<file path="src/rtl/spi_slave_global_pkg.sv">
// Shared constants for the SPI slave endpoint: slave count, lane mode encoding, FSM states.
// Also holds the miso lane-drive helper used by the shift engine.
package spi_slave_global_pkg;

    localparam int NO_OF_SLAVES = 4;

    localparam logic [1:0] MODE_STD  = 2'b00;
    localparam logic [1:0] MODE_QUAD = 2'b01;

    localparam logic [1:0] ST_IDLE  = 2'd0;
    localparam logic [1:0] ST_LOAD  = 2'd1;
    localparam logic [1:0] ST_SHIFT = 2'd2;

    typedef logic [1:0] state_t;

    // Reserved encodings (1x) fall back to single-lane operation.
    function automatic logic mode_is_quad(input logic [1:0] mode);
        return mode == MODE_QUAD;
    endfunction

endpackage

</file>
<file path="src/rtl/spi_slave_shift_engine_if.sv">
// Word streams between the SPI shift engine (slave modport) and its user (master modport).
// Both directions are valid/ready; tx_ready is a single-cycle load strobe.
interface spi_slave_shift_engine_if #(
    parameter int DATA_WIDTH = 32
);
    logic [DATA_WIDTH-1:0] rx_data;
    logic                  rx_valid;
    logic                  rx_ready;
    logic [DATA_WIDTH-1:0] tx_data;
    logic                  tx_valid;
    logic                  tx_ready;

    modport slave (
        output rx_data,
        output rx_valid,
        input  rx_ready,
        input  tx_data,
        input  tx_valid,
        output tx_ready
    );

    modport master (
        input  rx_data,
        input  rx_valid,
        output rx_ready,
        output tx_data,
        output tx_valid,
        input  tx_ready
    );
endinterface

</file>
<file path="src/rtl/spi_slave_shift_engine_sync_edge.sv">
// 2-FF synchroniser for an asynchronous pin with single-cycle rise/fall strobes.
// Strobes appear 2-3 pclk after the raw transition; no backpressure.
module spi_sync_edge (
    input  logic pclk,
    input  logic areset,
    input  logic d,
    output logic rise,
    output logic fall
);

    // sr[1:0] is the synchroniser; sr[2] is the edge reference.
    logic [2:0] sr;

    always_ff @(posedge pclk or negedge areset) begin
        if (!areset) begin
            sr <= '0;
        end else begin
            sr <= {sr[1:0], d};
        end
    end

    assign rise = sr[1] & ~sr[2];
    assign fall = ~sr[1] & sr[2];

endmodule

</file>
<file path="src/rtl/spi_slave_shift_engine.sv">
// SPI slave (CPOL=0/CPHA=0, 1 or 4 lanes) oversampled in pclk; rx_valid 3-4 pclk after final sclk rise.
// rx word is overwritten (overflow event) if not accepted in time; tx underflow shifts out zeros.
module spi_slave_shift_engine
    import spi_slave_global_pkg::*;
#(
    parameter int DATA_WIDTH = 32,
    parameter int CS_INDEX   = 0
) (
    input  logic                    pclk,
    input  logic                    areset,
    input  logic                    sclk,
    input  logic [NO_OF_SLAVES-1:0] cs,
    input  logic [1:0]              mode,
    input  logic                    mosi0,
    input  logic                    mosi1,
    input  logic                    mosi2,
    input  logic                    mosi3,
    output logic                    miso0,
    output logic                    miso1,
    output logic                    miso2,
    output logic                    miso3,
    output logic                    miso_oe,
    spi_slave_shift_engine_if.slave stream,
    output logic [1:0]              events_o
);

    localparam int                CNT_W     = $clog2(DATA_WIDTH) + 1;
    localparam logic [CNT_W-1:0]  WORD_BITS = CNT_W'(DATA_WIDTH);

    if ((DATA_WIDTH % 4) != 0 || DATA_WIDTH < 8) begin : g_bad_width
        $error("spi_slave_shift_engine: DATA_WIDTH must be a multiple of 4 and at least 8");
    end

    // Only cs[CS_INDEX] matters to this slave; the rest are folded away.
    logic unused_cs;
    assign unused_cs = ^cs;

    logic sclk_rise, sclk_fall;
    logic cs_rise, cs_fall;

    spi_sync_edge u_sclk_sync (
        .pclk   (pclk),
        .areset (areset),
        .d      (sclk),
        .rise   (sclk_rise),
        .fall   (sclk_fall)
    );

    spi_sync_edge u_cs_sync (
        .pclk   (pclk),
        .areset (areset),
        .d      (cs[CS_INDEX]),
        .rise   (cs_rise),
        .fall   (cs_fall)
    );

    // Same depth as the sclk synchroniser so data lines up with the detected rise.
    logic [3:0] mosi_meta, mosi_s;

    always_ff @(posedge pclk or negedge areset) begin
        if (!areset) begin
            mosi_meta <= '0;
            mosi_s    <= '0;
        end else begin
            mosi_meta <= {mosi3, mosi2, mosi1, mosi0};
            mosi_s    <= mosi_meta;
        end
    end

    state_t                state;
    logic                  quad;
    logic [CNT_W-1:0]      bit_cnt;
    logic [DATA_WIDTH-2:0] rx_shift;
    logic [DATA_WIDTH-1:0] tx_shift;
    logic [3:0]            miso_q;
    logic                  reload_pend;

    logic [DATA_WIDTH-1:0] rx_shift_nxt;
    logic [DATA_WIDTH-1:0] tx_shift_nxt;
    logic [DATA_WIDTH-1:0] tx_word;
    logic [CNT_W-1:0]      cnt_nxt;
    logic                  in_shift;
    logic                  word_done;
    logic                  tx_load;

    function automatic logic [3:0] lane_drive(input logic q, input logic [DATA_WIDTH-1:0] w);
        return q ? w[DATA_WIDTH-1 -: 4] : {3'b000, w[DATA_WIDTH-1]};
    endfunction

    always_comb begin
        rx_shift_nxt = quad ? {rx_shift[DATA_WIDTH-5:0], mosi_s}
                            : {rx_shift, mosi_s[0]};
        tx_shift_nxt = quad ? (tx_shift << 4) : (tx_shift << 1);
        tx_word      = stream.tx_valid ? stream.tx_data : '0;
        cnt_nxt      = bit_cnt + (quad ? CNT_W'(4) : CNT_W'(1));
        in_shift     = (state == ST_SHIFT) && !cs_rise;
        word_done    = in_shift && sclk_rise && (cnt_nxt == WORD_BITS);
        tx_load      = ((state == ST_LOAD) && !cs_rise)
                    || (in_shift && sclk_fall && reload_pend);
    end

    always_ff @(posedge pclk or negedge areset) begin
        if (!areset) begin
            state       <= ST_IDLE;
            quad        <= 1'b0;
            bit_cnt     <= '0;
            rx_shift    <= '0;
            tx_shift    <= '0;
            miso_q      <= '0;
            miso_oe     <= 1'b0;
            reload_pend <= 1'b0;
        end else if (cs_rise) begin
            state       <= ST_IDLE;
            bit_cnt     <= '0;
            rx_shift    <= '0;
            miso_q      <= '0;
            miso_oe     <= 1'b0;
            reload_pend <= 1'b0;
        end else begin
            case (state)
                ST_IDLE: begin
                    if (cs_fall) begin
                        state   <= ST_LOAD;
                        quad    <= mode_is_quad(mode);
                        miso_oe <= 1'b1;
                    end
                end
                ST_LOAD: begin
                    tx_shift <= tx_word;
                    miso_q   <= lane_drive(quad, tx_word);
                    state    <= ST_SHIFT;
                end
                ST_SHIFT: begin
                    if (sclk_rise) begin
                        rx_shift <= rx_shift_nxt[DATA_WIDTH-2:0];
                        bit_cnt  <= word_done ? '0 : cnt_nxt;
                        if (word_done) begin
                            reload_pend <= 1'b1;
                        end
                    end
                    // The fall after a completed word starts the next word from the tx stream.
                    if (sclk_fall) begin
                        if (reload_pend) begin
                            tx_shift    <= tx_word;
                            miso_q      <= lane_drive(quad, tx_word);
                            reload_pend <= 1'b0;
                        end else begin
                            tx_shift <= tx_shift_nxt;
                            miso_q   <= lane_drive(quad, tx_shift_nxt);
                        end
                    end
                end
                default: state <= ST_IDLE;
            endcase
        end
    end

    always_ff @(posedge pclk or negedge areset) begin
        if (!areset) begin
            stream.rx_data  <= '0;
            stream.rx_valid <= 1'b0;
            stream.tx_ready <= 1'b0;
            events_o        <= '0;
        end else begin
            stream.tx_ready <= tx_load && stream.tx_valid;
            events_o[0]     <= word_done && stream.rx_valid && !stream.rx_ready;
            events_o[1]     <= cs_rise && (bit_cnt != '0);
            // A completing word wins over the accept so a same-cycle handoff keeps rx_valid up.
            if (word_done) begin
                stream.rx_data  <= rx_shift_nxt;
                stream.rx_valid <= 1'b1;
            end else if (stream.rx_valid && stream.rx_ready) begin
                stream.rx_valid <= 1'b0;
            end
        end
    end

    assign {miso3, miso2, miso1, miso0} = miso_q;

endmodule

</file>
<file path="src/flat_wrapper.sv">
// flat-port wrapper written by rule: the top's interface ports become plain ports
module spi_slave_shift_engine_flat import spi_slave_global_pkg::*;
#(
    parameter int DATA_WIDTH = 32,
    parameter int CS_INDEX   = 0
)
  (pclk, areset, sclk, cs, mode, mosi0, mosi1, mosi2, mosi3, miso0, miso1, miso2, miso3, miso_oe, events_o, stream_rx_data, stream_rx_valid, stream_rx_ready, stream_tx_data, stream_tx_valid, stream_tx_ready);
  spi_slave_shift_engine_if #(.DATA_WIDTH(DATA_WIDTH)) stream_i ();
  input  logic pclk;
  input  logic areset;
  input  logic sclk;
  input  logic [NO_OF_SLAVES-1:0] cs;
  input  logic [1:0] mode;
  input  logic mosi0;
  input  logic mosi1;
  input  logic mosi2;
  input  logic mosi3;
  output logic miso0;
  output logic miso1;
  output logic miso2;
  output logic miso3;
  output logic miso_oe;
  output logic [1:0] events_o;
  output wire logic [$bits(stream_i.rx_data)-1:0] stream_rx_data;
  output wire logic [$bits(stream_i.rx_valid)-1:0] stream_rx_valid;
  input wire logic [$bits(stream_i.rx_ready)-1:0] stream_rx_ready;
  input wire logic [$bits(stream_i.tx_data)-1:0] stream_tx_data;
  input wire logic [$bits(stream_i.tx_valid)-1:0] stream_tx_valid;
  output wire logic [$bits(stream_i.tx_ready)-1:0] stream_tx_ready;
  assign stream_rx_data = stream_i.rx_data;
  assign stream_rx_valid = stream_i.rx_valid;
  assign stream_i.rx_ready = stream_rx_ready;
  assign stream_i.tx_data = stream_tx_data;
  assign stream_i.tx_valid = stream_tx_valid;
  assign stream_tx_ready = stream_i.tx_ready;
  spi_slave_shift_engine #(.DATA_WIDTH(DATA_WIDTH), .CS_INDEX(CS_INDEX)) u_core (.pclk(pclk), .areset(areset), .sclk(sclk), .cs(cs), .mode(mode), .mosi0(mosi0), .mosi1(mosi1), .mosi2(mosi2), .mosi3(mosi3), .miso0(miso0), .miso1(miso1), .miso2(miso2), .miso3(miso3), .miso_oe(miso_oe), .stream(stream_i), .events_o(events_o));
endmodule
</file>
<file path="config.mk">
export PLATFORM = sky130hd
export DESIGN_NAME = spi_slave_shift_engine_flat
export DESIGN_NICKNAME = d
export VERILOG_FILES = /design/src/rtl/spi_slave_global_pkg.sv /design/src/rtl/spi_slave_shift_engine_if.sv /design/src/rtl/spi_slave_shift_engine_sync_edge.sv /design/src/rtl/spi_slave_shift_engine.sv /design/src/flat_wrapper.sv
export SDC_FILE = /design/constraint.sdc
export NUM_CORES = 1
export LEC_CHECK = 0
export CAP_MARGIN = 20
export CORE_ASPECT_RATIO = 0.9
export CORE_MARGIN = 1
export CORE_UTILIZATION = 55
export CTS_CLUSTER_SIZE = 20
export DETAILED_ROUTE_END_ITERATION = 8
export GPL_ROUTABILITY_DRIVEN = 0
export PLACE_DENSITY = 0.81
export SKIP_LAST_GASP = 1
export SYNTH_ARGS = -nofsm -noshare
export SYNTH_HDL_FRONTEND = slang
export SYNTH_HIERARCHICAL = 1
export SYNTH_SLANG_ARGS = --single-unit
</file>
<file path="constraint.sdc">
create_clock -name pclk -period 7.6 [get_ports pclk]
set_input_delay 1.14 -clock pclk [delete_from_list [all_inputs] [get_ports pclk]]
set_output_delay 1.14 -clock pclk [all_outputs]
set_load 0.005 [all_outputs]
</file>
==> results.md <==
- Run status: finished, violations left
- Failing checks: DRC
- Worst slew pin tran: 1.05 ns
- Final period util: 44.7%
- Die height: 101 um
- Worst setup SP type: flop
- Final setup TNS: 0 ns
- Setup violators final: 0
- Pin count of the biggest net entering global routing: 76
- Critical path peak fanout: 63
- Async SR Flop Fraction: 100%
- First-pass GRT wire length: 20.9 mm
- Part of the Yosys area used for sequential elements: 53.5%
- Worst Skew: 0.0110 ns
- Pwr Total: 2050 uW
- Slew Viols, Final: 0
- Layout cells sized above 1: 17.1%
- Post-layout util: 72.1%
- Cell Rows: 35
- Initial Util: 57.2%
- Class of the worst hold path: flop to flop
- CTS tree: built
- Top_reg_cell synth: dfrtp_1
- Hold path start: u_core/mosi_meta[0]
- Cells after synthesis: 559
- Post-placement cell area: 0.00678 mm^2
- Adder-Cell Fraction of Synth Area: 0.632%
- Max VDD drop: 200 uV
- Post-synthesis mux area share: 18.2%
- Routed WL per cell: 16.0 um
- Initial DRC Count: 266
- Clock slew at the register clock pins of the worst setup and hold paths: 0.05 ns
- DRT Wirelength: 12.4 mm
- First-pass DRT Iterations: 6
- Inst Count DP: 738
- H-Tree Depth: 4
- Synth Area in Compound Gates: 11.0%
- Routed vias/inst: 5.74
- Die area: 0.0112 mm^2
- Largest family of logic cells by synthesized area: multiplexers
- Worst Setup SP: u_core/quad
- Post-CTS Hold Buffers: 0
- Synth Net Count: 609
- ANT cells: 0
- DP Wirelength: 7.70 mm
- Overall routing resource usage: 23.7%
- Via Count: 4,424
- Num CTS Buffers: 17
- Clock root buffer: clkbuf_16
- Post-CTS Resized: 0
- Synth warn: 6
- R2R Setup Slk: 4.20 ns
- Finished Cell Area: 0.00749 mm^2
- Final antenna-violating net count: 0
- Xor/xnor share of the synthesized area: 0.590%
- CP Data Arrival Time: 3.69 ns
- Initial antenna violation count: 0
- Remaining Overflow, GRT: 0
- DRC: 4
- EDFF count, synth: 0
- Synthesized area: 0.00594 mm^2
- Mapped Avg Cell Area: 10.6 um^2
- Crit Reg-Reg Endpoint: u_core/stream.rx_data[29]
- Final Hold Viols: 0
- Hold Path Stages: 0
- Reg2Reg Depth: 7
- # Max-Cap Violations: 0
- Clk sinks: 127
- Setup repair bufs after CTS: 0
- Simple-gate area share of the yosys netlist: 12.4%
- Endpoint type of the worst setup path: flop
- RSZ-0062 raised after global routing: false
- Die Width: 112 um
- Layout net count: 680
- Clock Tree Buf Depth: 2
- R2R Path Start: u_core/quad
- Req. time, crit path: 7.89 ns
- Worst Setup Path Type: flop to flop
- Pleak: 0.00339 uW
- Core area: 0.0104 mm^2
- Layout Cells excl Fill: 771
- Fmax: 294 MHz
- Clock latency on the worst-skew pair: 0.41 ns
- Hold Crit Endpoint: u_core/mosi_s[0]
- Filler Cell Count: 755
- Yosys reg bits: 127
- Synthesis-to-layout area growth: 26.1%
- Total I/O pin count: 88
- Tmin final: 3.40 ns
- PwrDens: 274 mW/mm^2
- Relative slew margins: 30.1%
- Vias in the first global route: 4,437
- # port buffers: 84
- Yosys cell types: 37
-- placed cells by master, fill, tap and decap left out, types with 3 or more instances in the layout --
master and n:
mux2_4 27, nor2_1 35, buf_4 6, and3_1 3, mux2i_1 26, bufinv_16 6
mux2_2 37, o21ai_0 39, inv_1 4, a31oi_1 25, nand3_1 3, a21oi_1 43
nor3_1 3, clkbuf_16 17, a32oi_1 3, ha_1 3, clkdlybuf4s50_1 83, dfrtp_1 126
nand2b_1 3, xnor2_1 3, nor2b_1 3, clkinv_2 6, nand2_1 112
-- state kept, by name, summed over array words and instances, names as in the netlist, 4 cells and up --
register	cells
u_core/stream.rx_data	32
u_core/tx_shift	31
u_core/miso_q	4
u_core/mosi_meta	4
u_core/rx_shift	31
u_core/bit_cnt	6
u_core/mosi_s	4
-- metal layers --
layer | up-vias | part of all wire [%] | track usage [%]
met5 | - | 0 | 0
met4 | 0 | 1.9 | 11.0
met3 | 26 | 4.6 | 5.29
met2 | 142 | 50 | 38.1
met1 | 2179 | 44 | 31.1
li1 | 2077 | - | -
-- synth_stat cells, drive strengths merged, types with 2 or more instances --
master  instances  area, um^2
nand2         113         424
and2b           2        17.5
a31oi          26         169
mux2           64         822
clkbuf         28         105
mux2i          26         260
a32oi           3        26.3
nor3            3        15.0
nand2b          3        18.8
ha              3        37.5
and3            3        18.8
nor2           35         131
o21ai          39         195
buf            11        92.6
nand3           3        15.0
nor4            2        12.5
dfrtp         127        3180
or3             2        12.5
nand3b          2        15.0
a21o            2        15.0
inv             4        15.0
xnor2           3        26.3
a21oi          43         215
nor2b           4        25.0
-- where the power goes --
| group | internal (uW) | switching, uW | leakage, uW |
|---|---|---|---|
| Combinational | 144 | 177 | 0.00137 |
| Sequential | 764 | 75.1 | 0.00170 |
| Clock | 609 | 281 | 0.000323 |
-- logic make-up (layout without fill, tap and decap cells) --
family,after synthesis,after routing
simple gates,176,176
flops,127,127
compound gates,116,116
mux,90,90
buf+inv,43,126
xor+xnor,4,4
fa+ha+maj,3,3
-- stage by stage --
stage                     worst slack [ns]  hold WS [ns]
after floorplan                       4.88         0.331
after global placement                4.30         0.332
after detailed placement              4.25         0.337
after CTS                             4.21         0.350
after global routing                  4.04         0.358
final                                 4.20         0.347
-- layout make-up --
cell class,count,area (um^2),share of cell area (%)
clock buffer,18,429,5.73
tap,129,161,2.16
sequential,127,3180,42.5
clock inverter,13,219,2.92
timing repair buffer,91,931,12.4
multi-input combinational,389,2550,34.1
inverter,4,15.0,0.201
-- worst max-delay path by stage --
stage | end | slack [ns]
3_5_place_dp | u_core/stream.rx_data[10] | 4.25
4_1_cts | u_core/stream.rx_data[29] | 4.21
6_report | u_core/stream.rx_data[29] | 4.20
3_3_place_gp | u_core/stream.rx_data[6] | 4.30
5_1_grt | u_core/stream.rx_data[20] | 4.04
2_1_floorplan | u_core/stream.rx_data[10] | 4.88
-- critical path, cell delays in order (launching register included) --
cell and delay (ns):
dfrtp_2 0.35, buf_4 0.70, ha_1 0.41, a31oi_2 0.26, xnor2_1 0.16, nand4_1 0.11
or4_4 0.84, mux2_4 0.40
No activity file was read; power rests on OpenSTA's default activity.
